<file path="src/rtl/manquehuito_pkg.sv">
// manquehuito_pkg: shared fetch-path widths and the entry type carried from fetch to decode.
package manquehuito_pkg;
    localparam int ADDR_W  = 8;
    localparam int INSTR_W = 16;
    typedef struct packed {
        logic [ADDR_W-1:0]  pc;
        logic [INSTR_W-1:0] instr;
    } fetch_entry_t;
endpackage

</file>
<file path="src/rtl/fetch_fifo.sv">
// fetch_fifo: synchronous FIFO of fetch entries with push, pop, flush and occupancy count.
module fetch_fifo
    import manquehuito_pkg::*;
#(
    parameter int  DEPTH = 4,
    localparam int CW    = $clog2(DEPTH + 1)
) (
    input  logic          clk_i,
    input  logic          rst_n_i,
    input  logic          flush_i,
    input  logic          push_i,
    input  fetch_entry_t  data_i,
    input  logic          pop_i,
    output fetch_entry_t  data_o,
    output logic          empty_o,
    output logic [CW-1:0] count_o
);
    localparam int PW = $clog2(DEPTH);

    fetch_entry_t  mem_q [DEPTH];
    logic [PW-1:0] wr_q, wr_d, rd_q, rd_d;
    logic [CW-1:0] cnt_q, cnt_d;
    logic          do_pop;

    assign empty_o = cnt_q == '0;
    assign do_pop  = pop_i && !empty_o;
    assign count_o = cnt_q;
    // Empty head reads as zero so outputs are clean straight out of reset.
    assign data_o  = empty_o ? '0 : mem_q[rd_q];

    always_comb begin
        wr_d  = flush_i ? '0 : wr_q + PW'(push_i);
        rd_d  = flush_i ? '0 : rd_q + PW'(do_pop);
        cnt_d = flush_i ? '0 : cnt_q + CW'(push_i) - CW'(do_pop);
    end

    always_ff @(posedge clk_i or negedge rst_n_i) begin
        if (!rst_n_i) begin
            wr_q  <= '0;
            rd_q  <= '0;
            cnt_q <= '0;
        end else begin
            wr_q  <= wr_d;
            rd_q  <= rd_d;
            cnt_q <= cnt_d;
        end
    end

    always_ff @(posedge clk_i) begin
        if (push_i && !flush_i) mem_q[wr_q] <= data_i;
    end
endmodule

</file>
<file path="src/rtl/fetch_queue.sv">
// fetch_queue: issues the PC to a 1-cycle ROM, queues {pc, instr} for decode, and
// back-pressures the PC with a credit-based stall; a PC load flushes everything younger.
module fetch_queue
    import manquehuito_pkg::*;
#(
    parameter int  DEPTH = 4,
    localparam int CW    = $clog2(DEPTH + 1)
) (
    input  logic               clk_i,
    input  logic               rst_n_i,
    input  logic [ADDR_W-1:0]  pc_i,
    input  logic               pc_load_i,
    output logic               stall_o,
    output logic [ADDR_W-1:0]  imem_addr_o,
    output logic               imem_req_o,
    input  logic [INSTR_W-1:0] imem_rdata_i,
    output logic               dec_valid_o,
    input  logic               dec_ready_i,
    output logic [INSTR_W-1:0] dec_instr_o,
    output logic [ADDR_W-1:0]  dec_pc_o,
    output logic [CW-1:0]      count_o
);
    logic              req_vld_q, req_vld_d;
    logic [ADDR_W-1:0] req_pc_q, req_pc_d;
    logic              empty, push, pop;
    fetch_entry_t      wdata, head;

    // In-flight request holds a reserved slot, so a push can never overflow.
    assign stall_o     = ({1'b0, count_o} + (CW + 1)'(req_vld_q)) >= (CW + 1)'(DEPTH);
    assign imem_addr_o = pc_i;
    assign imem_req_o  = !stall_o && !pc_load_i;
    assign dec_valid_o = !empty && !pc_load_i;
    assign push        = req_vld_q && !pc_load_i;
    assign pop         = dec_valid_o && dec_ready_i;
    assign wdata       = '{pc: req_pc_q, instr: imem_rdata_i};
    assign dec_instr_o = head.instr;
    assign dec_pc_o    = head.pc;

    always_comb begin
        req_vld_d = imem_req_o;
        req_pc_d  = imem_req_o ? pc_i : req_pc_q;
    end

    always_ff @(posedge clk_i or negedge rst_n_i) begin
        if (!rst_n_i) begin
            req_vld_q <= 1'b0;
            req_pc_q  <= '0;
        end else begin
            req_vld_q <= req_vld_d;
            req_pc_q  <= req_pc_d;
        end
    end

    fetch_fifo #(.DEPTH(DEPTH)) u_fifo (
        .clk_i   (clk_i),
        .rst_n_i (rst_n_i),
        .flush_i (pc_load_i),
        .push_i  (push),
        .data_i  (wdata),
        .pop_i   (pop),
        .data_o  (head),
        .empty_o (empty),
        .count_o (count_o)
    );
endmodule

</file>
<file path="config.mk">
export PLATFORM = sky130hd
export DESIGN_NAME = fetch_queue
export DESIGN_NICKNAME = d
export VERILOG_FILES = /design/src/rtl/manquehuito_pkg.sv /design/src/rtl/fetch_fifo.sv /design/src/rtl/fetch_queue.sv
export SDC_FILE = /design/constraint.sdc
export NUM_CORES = 1
export LEC_CHECK = 0
export CAP_MARGIN = 20
export CORE_UTILIZATION = 35
export CTS_BUF_LIST = sky130_fd_sc_hd__clkbuf_16
export DETAILED_ROUTE_END_ITERATION = 10
export GPL_ROUTABILITY_DRIVEN = 0
export SLEW_MARGIN = 5
export SYNTH_ARGS = -nofsm -noshare
export SYNTH_HDL_FRONTEND = slang
export SYNTH_SLANG_ARGS = --single-unit
</file>
<file path="constraint.sdc">
create_clock -name clk_i -period 3.85 [get_ports clk_i]
set_input_delay 0.77 -clock clk_i [delete_from_list [all_inputs] [get_ports clk_i]]
set_output_delay 0.77 -clock clk_i [all_outputs]
set_load 0.02 [all_outputs]
</file>
# After elaboration in Yosys (flattened, before gate mapping)

Memories as Yosys holds them, arrays and structs flattened.
Cells that the tools add are included.

Register bits after elaboration: 16
RAM bits: 96
Input port bits: 28
Output and inout bits: 38
Logic and storage cells: 28
Memories: 1

Memories:

| memory       | words | bits a word | read ports | clocked after memory_dff | write ports | RTL line         | source |
|---|---|---|---|---|---|---|---|
| u_fifo.mem_q | 4     | 24          | 1          | 0                        | 1           | fetch_fifo.sv:20 | `fetch_entry_t mem_q [DEPTH];` |

Add/subtract/negate cells: 5
Order comparisons: 1
Mux-type cells: 6
Reduce and logical (&&, ||, !) cells: 10

Operators with widths:

| cell                 | count |
|---|---|
| $mux W24             | 1 |
| $logic_and A1 B1 Y1  | 6 |
| $add A2 B1 Y2        | 2 |
| $add A3 B1 Y4        | 1 |
| $ge A4 B3 Y1 const B | 1 |
| $mux W2              | 2 |
| $add A3 B1 Y3        | 1 |
| $logic_not A1 Y1     | 3 |
| $logic_not A3 Y1     | 1 |
| $mux W3              | 1 |
| $sub A3 B1 Y3        | 1 |
| $mux W1              | 2 |

# Depth between registers and ports, before layout

Gate-level depths: netlist of run 1.

Depth after elaboration: 7
Mapped depth: 10
Gate-level depth less buffers: 10

# Cells and area by module

Synthesis of run 1 repeated with hierarchy kept, for this count alone.

Cells, all modules: 216
Area total of the unflattened synthesis: 4,476.8 um2

Modules (own cells, without submodules):

| module      | instances | cells each | area each (um2) |
|---|---|---|---|
| fetch_fifo  | 1         | 186        | 4,050.1 |
| fetch_queue | 1         | 30         | 426.7 |

# Worst setup path before layout of run 1

OpenSTA, ideal clock, no wires.

Path kind: input-to-reg
From: input pc_load_i
To: memory u_fifo.mem_q[0][0] (netlist bit), enable pin
Arrival time: 3.034 ns
Data required time: 3.410 ns
Setup slack: 0.376 ns
Stages on the path: 3
Buffers on the path: 1
Cell sequence: buf_2 nor2b_1 nor3b_1

Word-level cells in the longest chain between the ends: 5

RTL lines:

| element                         | RTL line                            | source |
|---|---|---|
| start: declaration              | fetch_queue.sv:12                   | `input logic pc_load_i,` |
| $logic_not A1 Y1 *              | fetch_fifo.sv:50, fetch_queue.sv:33 |  |
| $logic_and A1 B1 Y1             | fetch_queue.sv:33                   | `assign push = req_vld_q && !pc_load_i;` |
| $logic_and A1 B1 Y1 *           | fetch_fifo.sv:50                    | `if (push_i && !flush_i) mem_q[wr_q] <= data_i;` |
| $mux W1 *                       | fetch_fifo.sv:50                    |  |
| $mux W1 (implied by the code) * | fetch_fifo.sv:50                    |  |
| end: declaration                | fetch_fifo.sv:20                    |  |

Every way passes the cells marked *; elsewhere a longest branch is shown, timed or not.

# Final worst setup path of run 1

From: input pc_load_i
To: output imem_req_o

Word-level cells in the longest chain between the ends: 2

RTL lines:

| element             | RTL line          | source |
|---|---|---|
| $logic_not A1 Y1    | fetch_queue.sv:31 | `assign imem_req_o = !stall_o && !pc_load_i;` |
| $logic_and A1 B1 Y1 | fetch_queue.sv:31 |  |
| end: declaration    | fetch_queue.sv:15 | `output logic imem_req_o,` |

No other way between the ends.

==> run summary, run 1 <==
The share of flip-flops with an asynchronous set or reset is 0.1429. The final-report hold violation count is 0. In this run the critical register-to-register path is launched from u_fifo.count_o[1]. The number of placed instances, taps included, is between 400 and 500. Of all cell types, the one taking the most synthesized area is sky130_fd_sc_hd__edfxtp_1.

The synthesized net count came out at roughly 260. The maximum vdd drop is 0.2932 mV. For this design the top-level I/O count stands at 66.

The cell area power density is 595.5 nW/µm². Synthesis produced a netlist whose cell count is approximately 220. The count of clock tree sinks came out at 112. The violation count after the first detailed-route iteration is 95. The global-route congestion overflow total is 0. The overall die width came out at around 110 µm. In this run the clock root is driven by a sky130_fd_sc_hd__clkbuf_16. The most numerous cell on the critical path is sky130_fd_sc_hd__clkdlybuf4s50_1. The number of setup violations in the final report is 0. The startpoint type of the worst setup path is an input port. The critical path capture point type is an output port. Input and output buffers added on the ports amount to 65. The number of warnings reported in the yosys synthesis log came out at 0. For this configuration, the core starts out at a cell density of 0.3653. The maximum number of pins on one net before global-route repair came out at 25. The data required time at the worst endpoint is 3.08 ns. The switching power summed over all nets came out at ~0.96 mW.

Broken down by cell family, the worst path's largest delay share belongs to buffers and inverters. The core region is between 10000 and 15000 µm². The average cell area after synthesis is ~20 µm². The number of resized instances in the post-cts repair step came out at 0.

Yosys mapped a number of flops with a built-in enable equal to 96. The total routed wirelength is slightly below 8 mm. The leakage power is 1.847 nW. The post-route clock period utilization is 0.8624. The worst hold path begins at req_pc_q[3]. In the post-route analysis, the smallest setup slack over all paths is approximately 0.53 ns. The number of global-route vias before repair is approximately 2300. The run finished with clean final reports. The critical path goes through clkdlybuf4s50_1 -> and4b_1 -> a22oi_4 -> inv_1 -> clkdlybuf4s50_1. The wire length of the first global-routing pass came out at between 10 and 15 mm. The maximum fanout count along the critical path came out at 11. The capture point of the worst reg-to-reg path is u_fifo.count_o[2].

The synthesis-stage register bit count came out at between 100 and 150. The worst-case headroom to the max-slew limit came out at 0.4744. The remaining routing DRC violations is 0. The hold buffer count at cts came out at 0.

The clock reaches the later pin of the worst-skew pair after about 0.33 ns. The achievable frequency came out at roughly 0.30 GHz. The H-tree level count came out at 3. The signal arrival time at the worst endpoint is 2.55 ns.

The maximum buffer depth of the clock tree is 2. The depth of the most critical reg-to-reg path came out at 10. After the last flow step, the layout net total stands at approximately 320.

Of the post-synthesis cell area, the dominant cell type holds 0.6463. The min-delay analysis places its worst path in the category reg -> reg. The mean routed wirelength per cell came out at 16.85 µm.

The most frequent cell after synthesis is sky130_fd_sc_hd__edfxtp_1. The total CTS buffers came out at 9. Of the synthesized area, sequential elements account for 0.7360. The fraction of layout instances using a drive strength above 1 came out at 0.2014. The via-per-instance ratio came out at 4.694. The number of standard-cell rows in the floorplan is 40.

The final instance area is between 5000 and 6000 µm². The die area is between 10000 and 15000 µm². Setup total negative slack on the finished layout was measured at 0 ns. On the final layout, the worst clock skew is 0.008363 ns.

The max-slew violation count is 0. The worst-case register-to-register setup slack came out at approximately 1.6 ns. The half-perimeter wire length of the detailed placement result came out at 4.838 mm. The stage delay of the slowest cell on the critical path is 0.71 ns. The power share of the clock group is 0.251.

The distinct cell type count of the synthesized netlist is 25. The register area came out at between 3000 and 4000 µm². The sum of internal, switching and leakage power came out at between 3 and 4 mW. The relative area change from synthesis to final layout came out at 25.08%. The buffer and inverter count on the worst path came out at 3.

The worst-margin pin slew came out at 0.7859 ns. The total standard cell area after synthesis is around 4500 µm². The via count came out at ~2200.

The multi-input combinational cells in the finished layout cover a total of roughly 1100 µm². The clock-pin transition on the worst setup and hold timing paths came out at approximately 0.070 ns. In the synthesized netlist, the cells that appear most often are 96 x sky130_fd_sc_hd__edfxtp_1, 28 x sky130_fd_sc_hd__nor2b_1, 24 x sky130_fd_sc_hd__mux4_2.

The first-pass detailed-route iteration total is 4. The placed cell area is approximately 5300 µm². TritonCTS built the clock tree. The number of antenna cells inserted came out at 0. The internal power component is approximately 2.4 mW. Max-cap violations in this run came to 0. The worst setup path category is in -> out. The number of filler instances in the final layout is roughly 1100.

The worst slack at placement is 0.5328 ns. The share of total power dissipated in sequential elements is 0.456. The initial antenna violation count is 0. The switching share of power came out at 0.2894. The height of the die came out at around 110 µm.

The worst hold path depth came out at 0. The commonest register cell after synthesis is sky130_fd_sc_hd__edfxtp_1. The final critical delay including setup and external delays is 3.320 ns. The number of buffers inserted by post-CTS setup repair is 0. The largest individual stage delay along the critical path comes from the cell sky130_fd_sc_hd__clkdlybuf4s50_1.

The aggregate global-route resource usage is 0.1271. The count of cells in the finished layout, fillers not included, comes to 461. The sink of the worst hold path is u_fifo.mem_q[3][19].

Setup repair after global routing left no endpoint under its margin. Yosys attributes the largest share of cell area to sky130_fd_sc_hd__edfxtp_1 65%, sky130_fd_sc_hd__mux4_2 12%, sky130_fd_sc_hd__dfrtp_1 9.0%, sky130_fd_sc_hd__nor2b_1 3.9%, sky130_fd_sc_hd__mux2_2 2.0%. In this run the remaining antenna-violating nets after routing total 0. The combinational group share of total power came out at 0.293.
[logic make-up (layout without fill, tap and decap cells)]
logic type / count (synthesis) / in the layout / share of synthesized area
buf+inv: 21 / 93 / 0.03057
mux: 32 / 32 / 0.1414
flops: 112 / 112 / 0.7360
compound gates: 3 / 3 / 0.008416
simple gates: 44 / 44 / 0.05919
xor+xnor: 3 / 3 / 0.005892
fa+ha+maj: 6 / 6 / 0.01851
[flip-flops by register name, indices dropped and copies added (netlist names)]
name and count:
u_fifo.rd_q 2, req_vld_q 1, u_fifo.mem_q 96, u_fifo.count_o 3, u_fifo.wr_q 2, req_pc_q 8
[per-layer routing]
metal,part of all wire,up-vias,global-route usage
met3,0.044,5,0.03426
li1,-,985,-
met5,0,-,0
met4,0.0062,0,0.02857
met2,0.50,56,0.2165
met1,0.45,1118,0.1628
[power groups by stage]
stage | logic (mW) | registers, mW | clock network [mW]
2_1_floorplan | 0.557 | 1.52 | 0
3_3_place_gp | 0.980 | 1.53 | 0
3_5_place_dp | 0.990 | 1.54 | 0
4_1_cts | 0.994 | 1.52 | 0.860
5_1_grt | 1.04 | 1.53 | 0.906
6_report | 0.972 | 1.51 | 0.835
[area by class of cell]
class | instances | share of cell area
Clock buffer | 9 | 0.04037
Clock inverter | 7 | 0.008971
Multi-Input combinational cell | 88 | 0.1897
Inverter | 4 | 0.002691
Tap cell | 168 | 0.03768
Timing Repair Buffer | 73 | 0.1319
Sequential cell | 112 | 0.5887
[through the flow]
step	hold slack, ns	utilization
3_5_place_dp	0.5077	0.4343
5_1_grt	0.5497	0.4569
3_3_place_gp	0.4849	0.4343
4_1_cts	0.5272	0.4569
6_report	0.5251	0.4569
2_1_floorplan	0.4709	-
[cell usage in the layout (no fill, tap or decap), types with 2 or more instances in the layout]
cell type	instances
sky130_fd_sc_hd__inv_1	5
sky130_fd_sc_hd__mux4_2	24
sky130_fd_sc_hd__edfxtp_1	96
sky130_fd_sc_hd__buf_4	6
sky130_fd_sc_hd__clkdlybuf4s50_1	65
sky130_fd_sc_hd__clkbuf_16	9
sky130_fd_sc_hd__nor2_1	6
sky130_fd_sc_hd__ha_1	5
sky130_fd_sc_hd__xnor2_1	3
sky130_fd_sc_hd__nor2b_1	28
sky130_fd_sc_hd__clkinv_4	4
sky130_fd_sc_hd__buf_12	2
sky130_fd_sc_hd__mux2_2	8
sky130_fd_sc_hd__dfrtp_1	15
sky130_fd_sc_hd__and2b_1	2
[how the worst max path moves through the flow]
| stage | startpoint | end | slack [ns] | cells after the start |
|---|---|---|---|---|
| floorplan | pc_load_i | u_fifo.mem_q[0][0] | 0.38 | 3 |
| global placement | pc_load_i | imem_req_o | 0.55 | 5 |
| detailed placement | pc_load_i | imem_req_o | 0.53 | 5 |
| CTS | pc_load_i | imem_req_o | 0.52 | 5 |
| global route | pc_load_i | imem_req_o | 0.45 | 5 |
| finish | pc_load_i | imem_req_o | 0.53 | 5 |
[worst reg2reg max path: stages (launching register included)]
cell and delay, ns:
sky130_fd_sc_hd__dfrtp_1 0.47, sky130_fd_sc_hd__nor3_2 0.29, sky130_fd_sc_hd__nor2_1 0.08, sky130_fd_sc_hd__and2_1 0.20, sky130_fd_sc_hd__ha_1 0.27, sky130_fd_sc_hd__inv_1 0.06
sky130_fd_sc_hd__ha_1 0.14, sky130_fd_sc_hd__inv_1 0.05, sky130_fd_sc_hd__fa_1 0.38, sky130_fd_sc_hd__xnor2_1 0.15, sky130_fd_sc_hd__nor2_1 0.06
Note: power is estimated with default switching activity, not from simulation.
==> inputs of run 2 (changes only) <==
RECOVER_POWER = 25   (was not set)
==> run 2 against run 1 <==
Compared with the run above: core utilization did not move; design area unchanged; clock power about the same; final cell count unchanged; wire length down 0.14%; count of clock-buffer cells in the layout is the same; total power about the same; largest cell class unchanged.
==> run summary, run 2 (synthesis results as in run 1) <==
The sum of negative setup slack came out at 0 ns (unchanged). The overall die width came out at 114.9 µm (unchanged). The number of setup violations in the final report is 0 (unchanged). The final instance area is 5579 µm² (unchanged).

The count of port buffers added during placement is 65 (unchanged). The final critical delay including setup and external delays was 3.320 ns (unchanged). The via-per-instance ratio came to 4.692 (about the same). The total of max-cap violations is 0 (unchanged). The max-slew violation count is 0 (unchanged). The H-tree level count is 3 (unchanged). The post-route clock period utilization is 0.8624 (unchanged). The maximum buffer depth of the clock tree is 2 (unchanged). The die area is 13200 µm² (unchanged). The clock latency of the later-clocked register in the worst-skew pair came to 0.33 ns (about the same).

STA classifies the critical path startpoint as an input port. The hold buffer count at cts is 0 (unchanged). The run finished with clean final reports. The fraction of layout instances using a drive strength above 1 came out at 0.2014 (unchanged).

The maximum number of pins on one net before global-route repair is 25 (unchanged). The number of buffers inserted by post-CTS setup repair came out at 0 (unchanged). The data required time at the worst endpoint is 3.08 ns (about the same). The violation count after the first detailed-route iteration is 95 (unchanged). The height of the die was 114.9 µm (unchanged). The number of resized instances in the post-cts repair step is 0 (unchanged). The number of placed cells counting well taps was 445 (unchanged). The largest register by flop count is u_fifo.mem_q.

The number of antenna cells inserted came out at 0 (unchanged). The count of clock tree sinks came out at 112 (unchanged). The top cell types in the final layout, fill and taps aside, are 96 x sky130_fd_sc_hd__edfxtp_1, 56 x sky130_fd_sc_hd__clkdlybuf4s50_1, 28 x sky130_fd_sc_hd__nor2b_1. The number of filler instances in the final layout is 1075 (unchanged). The switching power summed over all nets came to 0.9612 mW (about the same). The count of nets left with antenna violations after detail routing came to 0 (unchanged). The standard cell core area came to 12210 µm² (unchanged).

The final-report hold violation count is 0 (unchanged). The initial antenna violation count is 0 (unchanged). The switching share of power is 0.2895 (about the same). The worst-margin pin slew is 0.7859 ns (unchanged).

The maximum vdd drop came out at 0.2932 mV (about the same). The core occupancy in the finished layout came out at 0.4569 (unchanged). The number of global-route vias before repair came to 2337 (unchanged). The cell area power density came out at 595.1 nW/µm² (about the same).

The combinational group share of total power was 0.292 (about the same). The number of flip-flops under the largest register name came out at 96 (unchanged). The aggregate global-route resource usage came to 0.1271 (unchanged).

The total CTS buffers came out at 9 (unchanged). The remaining routing DRC violations came out at 0 (unchanged). The sequential cell fraction of total power came out at 0.456 (about the same). The path category of the worst min-delay check is reg -> reg.

The number of placed I/O pins is 66 (unchanged). The half-perimeter wire length of the detailed placement result is 4.838 mm (unchanged). The power share of the clock group was 0.252 (about the same). The critical path capture point type is an output port. The buffer type at the clock tree root is sky130_fd_sc_hd__clkbuf_16. The via count is 2163 (-0.046%).

The number of nets at the end of the flow is 322 (unchanged). The number of standard-cell rows in the floorplan is 40 (unchanged). The first-pass detailed-route iteration total is 4 (unchanged). The leakage power was 1.849 nW (+0.13%). The total routed wirelength was 7.757 mm (-0.14%). The number of standard cells in the final layout excluding fillers came to 461 (unchanged). The placed cell area is 5304 µm² (unchanged).

The mean routed wirelength per cell came out at 16.83 µm (-0.14%). The internal power component came out at 2.359 mW (about the same). The maximum fanout count along the critical path came out at 11 (unchanged).

The signal arrival time at the worst endpoint came out at 2.55 ns (about the same). The commonest non-fill, non-tap cell in the layout is sky130_fd_sc_hd__edfxtp_1. The global-route congestion overflow total came out at 0 (unchanged). The final clock skew is 0.008356 ns (-0.000006830 ns). The worst-case headroom to the max-slew limit came out at 0.4744 (unchanged). Setup repair after global routing left no endpoint under its margin. The clock tree from TritonCTS is done. The achievable frequency is 0.3012 GHz (unchanged). The starting density of the core is 0.3653 (unchanged). The relative area change from synthesis to final layout came out at 25.08% (unchanged). By startpoint and endpoint, the worst setup path is classified as in -> out. The wire length of the first global-routing pass was 12.34 mm (unchanged). The clock-pin transition on the worst setup and hold timing paths was 0.07 ns (about the same).
## run 2: cell count changes in the layout (fill, tap and decap cells not counted), sizes merged
cell,previous run,this run
dlygate4sd3,0,9
clkdlybuf4s50,65,56
## run 2: routing by layer
layer / up-vias / global-route usage / part of all wire
li1: 985 / - / -
met1: 1117 / 0.1628 / 0.45
met2: 56 / 0.2165 / 0.50
met3: 5 / 0.03426 / 0.043
met4: 0 / 0.02857 / 0.0062
met5: - / 0 / 0
## run 2: power groups by stage
stage	clock network, mW	logic, mW	registers [mW]
finish	0.835	0.970	1.51
global route	0.906	1.04	1.53
CTS	0.860	0.994	1.52
detailed placement	0	0.990	1.54
global placement	0	0.980	1.53
floorplan	0	0.557	1.52
## run 2: worst max-delay path, stage by stage
cell                              delay [ns]
sky130_fd_sc_hd__clkdlybuf4s50_1        0.71
sky130_fd_sc_hd__and4b_1                0.28
sky130_fd_sc_hd__a22oi_4                0.19
sky130_fd_sc_hd__inv_1                  0.07
sky130_fd_sc_hd__clkdlybuf4s50_1        0.54
## run 2: area by class of cell
class,instances,area (µm²),area share
Tap cell,168,210.2,0.03768
Sequential cell,112,3284,0.5887
Timing Repair Buffer,73,735.7,0.1319
Inverter,4,15.01,0.002691
Clock buffer,9,225.2,0.04037
Multi-Input combinational cell,88,1059,0.1897
Clock inverter,7,50.05,0.008971
## run 2: metrics by stage
step	power [mW]	setup WS (ns)	hold WS, ns
floorplan	2.076	0.3759	0.4709
global placement	2.514	0.5535	0.4849
detailed placement	2.533	0.5328	0.5077
CTS	3.371	0.5220	0.5272
global route	3.476	0.4514	0.5497
finish	3.320	0.5298	0.5251
## run 2: path summary, 6_finish.rpt
path / slack [ns] / to / cells past startpoint / startpoint
max: 0.53 / imem_req_o / 5 / pc_load_i
min: 0.53 / u_fifo.mem_q[3][19] / 0 / req_pc_q[3]
min reg2reg: 0.53 / u_fifo.mem_q[3][19] / 0 / req_pc_q[3]
max reg2reg: 1.58 / u_fifo.count_o[2] / 10 / u_fifo.count_o[1]
min in group asynchronous: 0.89 / req_pc_q[0] / 1 / rst_n_i
max in group asynchronous: 2.41 / u_fifo.rd_q[0] / 1 / rst_n_i
==> inputs of run 3 (changes only) <==
ABC_AREA = 1   (was not set)
CAP_MARGIN = 15   (was 20)
==> run 3 against run 2 <==
Compared with the run above: clock skew is 0.0012 ns lower; global-route usage is 2.0 points higher; sequential share of layout area is 0.90 points lower; area after synthesis is 1.9% higher; highest routed layer unchanged; via count is 32% higher.
==> run summary, run 3 <==
The H-tree level count came out at 3 (unchanged). The global-route congestion overflow total is 0 (unchanged). Leaving out fill and tap cells, the most frequent cell in the layout is sky130_fd_sc_hd__nor2_1.

The worst-case headroom to the max-slew limit was 0.3858 (-0.08857). In the synthesized netlist the dominant register cell turns out to be sky130_fd_sc_hd__edfxtp_1. The clock latency of the later-clocked register in the worst-skew pair came out at 0.34 ns (about the same). The hold buffer count at cts is 0 (unchanged). The number of standard-cell rows in the floorplan came to 41 (+2.5%). The number of warnings reported in the yosys synthesis log is 0 (unchanged).

The height of the die is 115.9 µm (+0.92%). Setup repair after global routing left no endpoint under its margin. The via-per-instance ratio came to 4.620 (-1.5%). The remaining routing DRC violations came out at 0 (unchanged). The cell area power density came out at 648.9 nW/µm² (+9.0%). The via count is 2846 (+32%). The violation count after the first detailed-route iteration came to 134 (+41%). The relative area change from synthesis to final layout came out at 24.67%. sky130_fd_sc_hd__edfxtp_1 takes more of the synthesized area than any other cell. The number of placed I/O pins is 66 (unchanged). The clock tree from TritonCTS is done. The clock-pin transition on the worst setup and hold timing paths is 0.07 ns (about the same). The total standard cell area after synthesis came out at 4544 µm² (+1.9%).

The maximum number of pins on one net before global-route repair is 50 (+100%). The count of clock tree sinks came out at 112 (unchanged). By area the synthesized netlist is led by sky130_fd_sc_hd__edfxtp_1 63%, sky130_fd_sc_hd__dfrtp_1 8.8%, sky130_fd_sc_hd__nor2_1 8.5%, sky130_fd_sc_hd__o21ai_0 3.3%, sky130_fd_sc_hd__a21oi_1 2.9%. The first-pass detailed-route iteration total is 4 (unchanged). The die area came to 13440 µm² (+1.8%). The count of nets left with antenna violations after detail routing is 0 (unchanged). The sequential area share after synthesis is 0.7225 (-0.01358).

The final critical delay including setup and external delays was 3.291 ns (-0.02883 ns). The flow ran to the end, and the final reports show no timing, DRC or antenna violations. The max-slew violation count was 0 (unchanged). The achievable frequency came out at 0.3038 GHz (+0.88%). The number of setup violations in the final report is 0 (unchanged). The distinct cell type count of the synthesized netlist came out at 22 (-12%). The number of flip-flops under the largest register name is 96 (unchanged).

The number of buffers inserted by post-CTS setup repair is 0 (unchanged). u_fifo.mem_q holds more flip-flops than any other register. The wire length of the first global-routing pass came out at 14.74 mm (+19%). The mean routed wirelength per cell was 14.78 µm (-12%). The fraction of layout instances using a drive strength above 1 is 0.06757 (-0.1338). The overall die width was 115.9 µm (+0.92%). The standard cell core area is 12620 µm² (+3.3%).

The worst setup path is launched from a register. The total CTS buffers was 9 (unchanged). Ranked by instance count, the synthesized netlist is headed by 103 x sky130_fd_sc_hd__nor2_1, 96 x sky130_fd_sc_hd__edfxtp_1, 30 x sky130_fd_sc_hd__o21ai_0.

The worst setup path category is reg -> out. The post-route clock period utilization came out at 0.8549 (-0.007488). The final clock skew is 0.007205 ns (-0.001151 ns). The average cell area after synthesis came out at 11.96 µm² (-41%). The maximum buffer depth of the clock tree came out at 2 (unchanged). The signal arrival time at the worst endpoint is 2.52 ns (-0.03 ns). The final-report hold violation count is 0 (unchanged). The worst hold path belongs to the class reg -> reg. The number of synthesized flops with an enable pin is 96 (unchanged). The final worst hold slack came out at 0.5263 ns (+0.001137 ns). The half-perimeter wire length of the detailed placement result came out at 5.344 mm (+10%). STA classifies the critical path endpoint as an output port. The share of flip-flops with an asynchronous set or reset is 0.1429 (unchanged). The synthesized net count came to 414 (+62%).

The number of resized instances in the post-cts repair step came out at 0 (unchanged). The total routed wirelength is 9.102 mm (+17%). The number of antenna cells inserted is 0 (unchanged). The count of port buffers added during placement came out at 65 (unchanged). The leakage power came to 2.053 nW (+11%). The total of max-cap violations is 0 (unchanged).

The number of nets at the end of the flow is 473 (+47%). The worst-margin pin slew is 0.9202 ns (+0.1343 ns). The synthesized netlist cell count is 380 (+72%).

The starting density of the core came out at 0.3601 (-0.005163). The share of the synthesized area in the top cell type is 0.6344 (-0.01192). The maximum fanout count along the critical path was 48 (+37).

The synthesis-stage register bit count is 112 (unchanged). The data required time at the worst endpoint is 3.08 ns (about the same). The sum of negative setup slack is 0 ns (unchanged). The most frequent cell after synthesis is sky130_fd_sc_hd__nor2_1. The tree is rooted in a sky130_fd_sc_hd__clkbuf_16. The aggregate global-route resource usage came out at 0.1474 (+0.02035). The initial antenna violation count came out at 0 (unchanged). The number of global-route vias before repair came out at 3011 (+29%). The maximum vdd drop came out at 0.5281 mV (+80%).

In the layout the commonest cells are 103 x sky130_fd_sc_hd__nor2_1, 96 x sky130_fd_sc_hd__edfxtp_1, 56 x sky130_fd_sc_hd__clkdlybuf4s50_1.
-- run 3: worst max-delay path, cell delays in order, from the launching register on --
cell and delay (ns):
sky130_fd_sc_hd__dfrtp_2 0.41, sky130_fd_sc_hd__inv_2 0.56, sky130_fd_sc_hd__o21ai_0 0.21, sky130_fd_sc_hd__a21oi_1 0.30
sky130_fd_sc_hd__clkdlybuf4s50_1 0.68
-- run 3: worst paths after layout --
path                                   start                  end  slack, ns  depth (start not counted)
setup / recovery              u_fifo.rd_q[0]          dec_pc_o[5]       0.56                          4
hold / removal                   req_pc_q[3]  u_fifo.mem_q[1][19]       0.53                          0
setup reg to reg           u_fifo.count_o[1]    u_fifo.count_o[2]       1.40                         12
hold reg to reg                  req_pc_q[3]  u_fifo.mem_q[1][19]       0.53                          0
max in group asynchronous            rst_n_i       u_fifo.rd_q[0]       2.51                          1
min in group asynchronous            rst_n_i          req_pc_q[7]       0.85                          1
-- run 3: metal layers --
layer  GRT usage  wire [µm]  part of all wire  up-vias
met2      0.2556       4443              0.49       59
li1            -          -                 -     1419
met3     0.03033        365             0.040       11
met1      0.1834       4176              0.46     1357
met4     0.05043        118             0.013        0
met5           0          0                 0        -
-- run 3: area by class of cell --
class,count,area (µm²)
tap,172,215.2
sequential,112,3284
clock buffer,9,225.2
multi-input combinational,225,1051
clock inverter,7,78.83
inverter,16,60.06
timing repair buffer,75,750.7
fill,1216,6954
-- run 3: report_power, final --
group / switching, mW / internal, mW
clock network: 0.382 / 0.559
registers: 0.0816 / 1.47
logic: 0.711 / 0.470
total: 1.17 / 2.50
-- run 3: cell families (layout without fill, tap and decap cells) --
kind of cell | after synthesis | count (layout) | share of synthesized area
AND/OR/NAND/NOR | 142 | 142 | 0.1231
flip-flops | 112 | 112 | 0.7225
AO/OA/AOI/OAI | 76 | 76 | 0.08370
buffers and inverters | 43 | 107 | 0.05066
adder cells (fa/ha/maj) | 6 | 6 | 0.01817
XOR/XNOR | 1 | 1 | 0.001928
-- run 3: stage by stage --
stage	cell area [µm²]	cells	power [mW]	setup slack, ns	utilization
after floorplan	4544	380	2.233	0.6295	-
after global placement	5361	600	2.766	0.7819	0.4248
after detailed placement	5361	600	2.776	0.7668	0.4248
after CTS	5665	616	3.712	0.5462	0.4489
after global routing	5665	616	3.875	0.4157	0.4489
final	5665	616	3.676	0.5586	0.4489
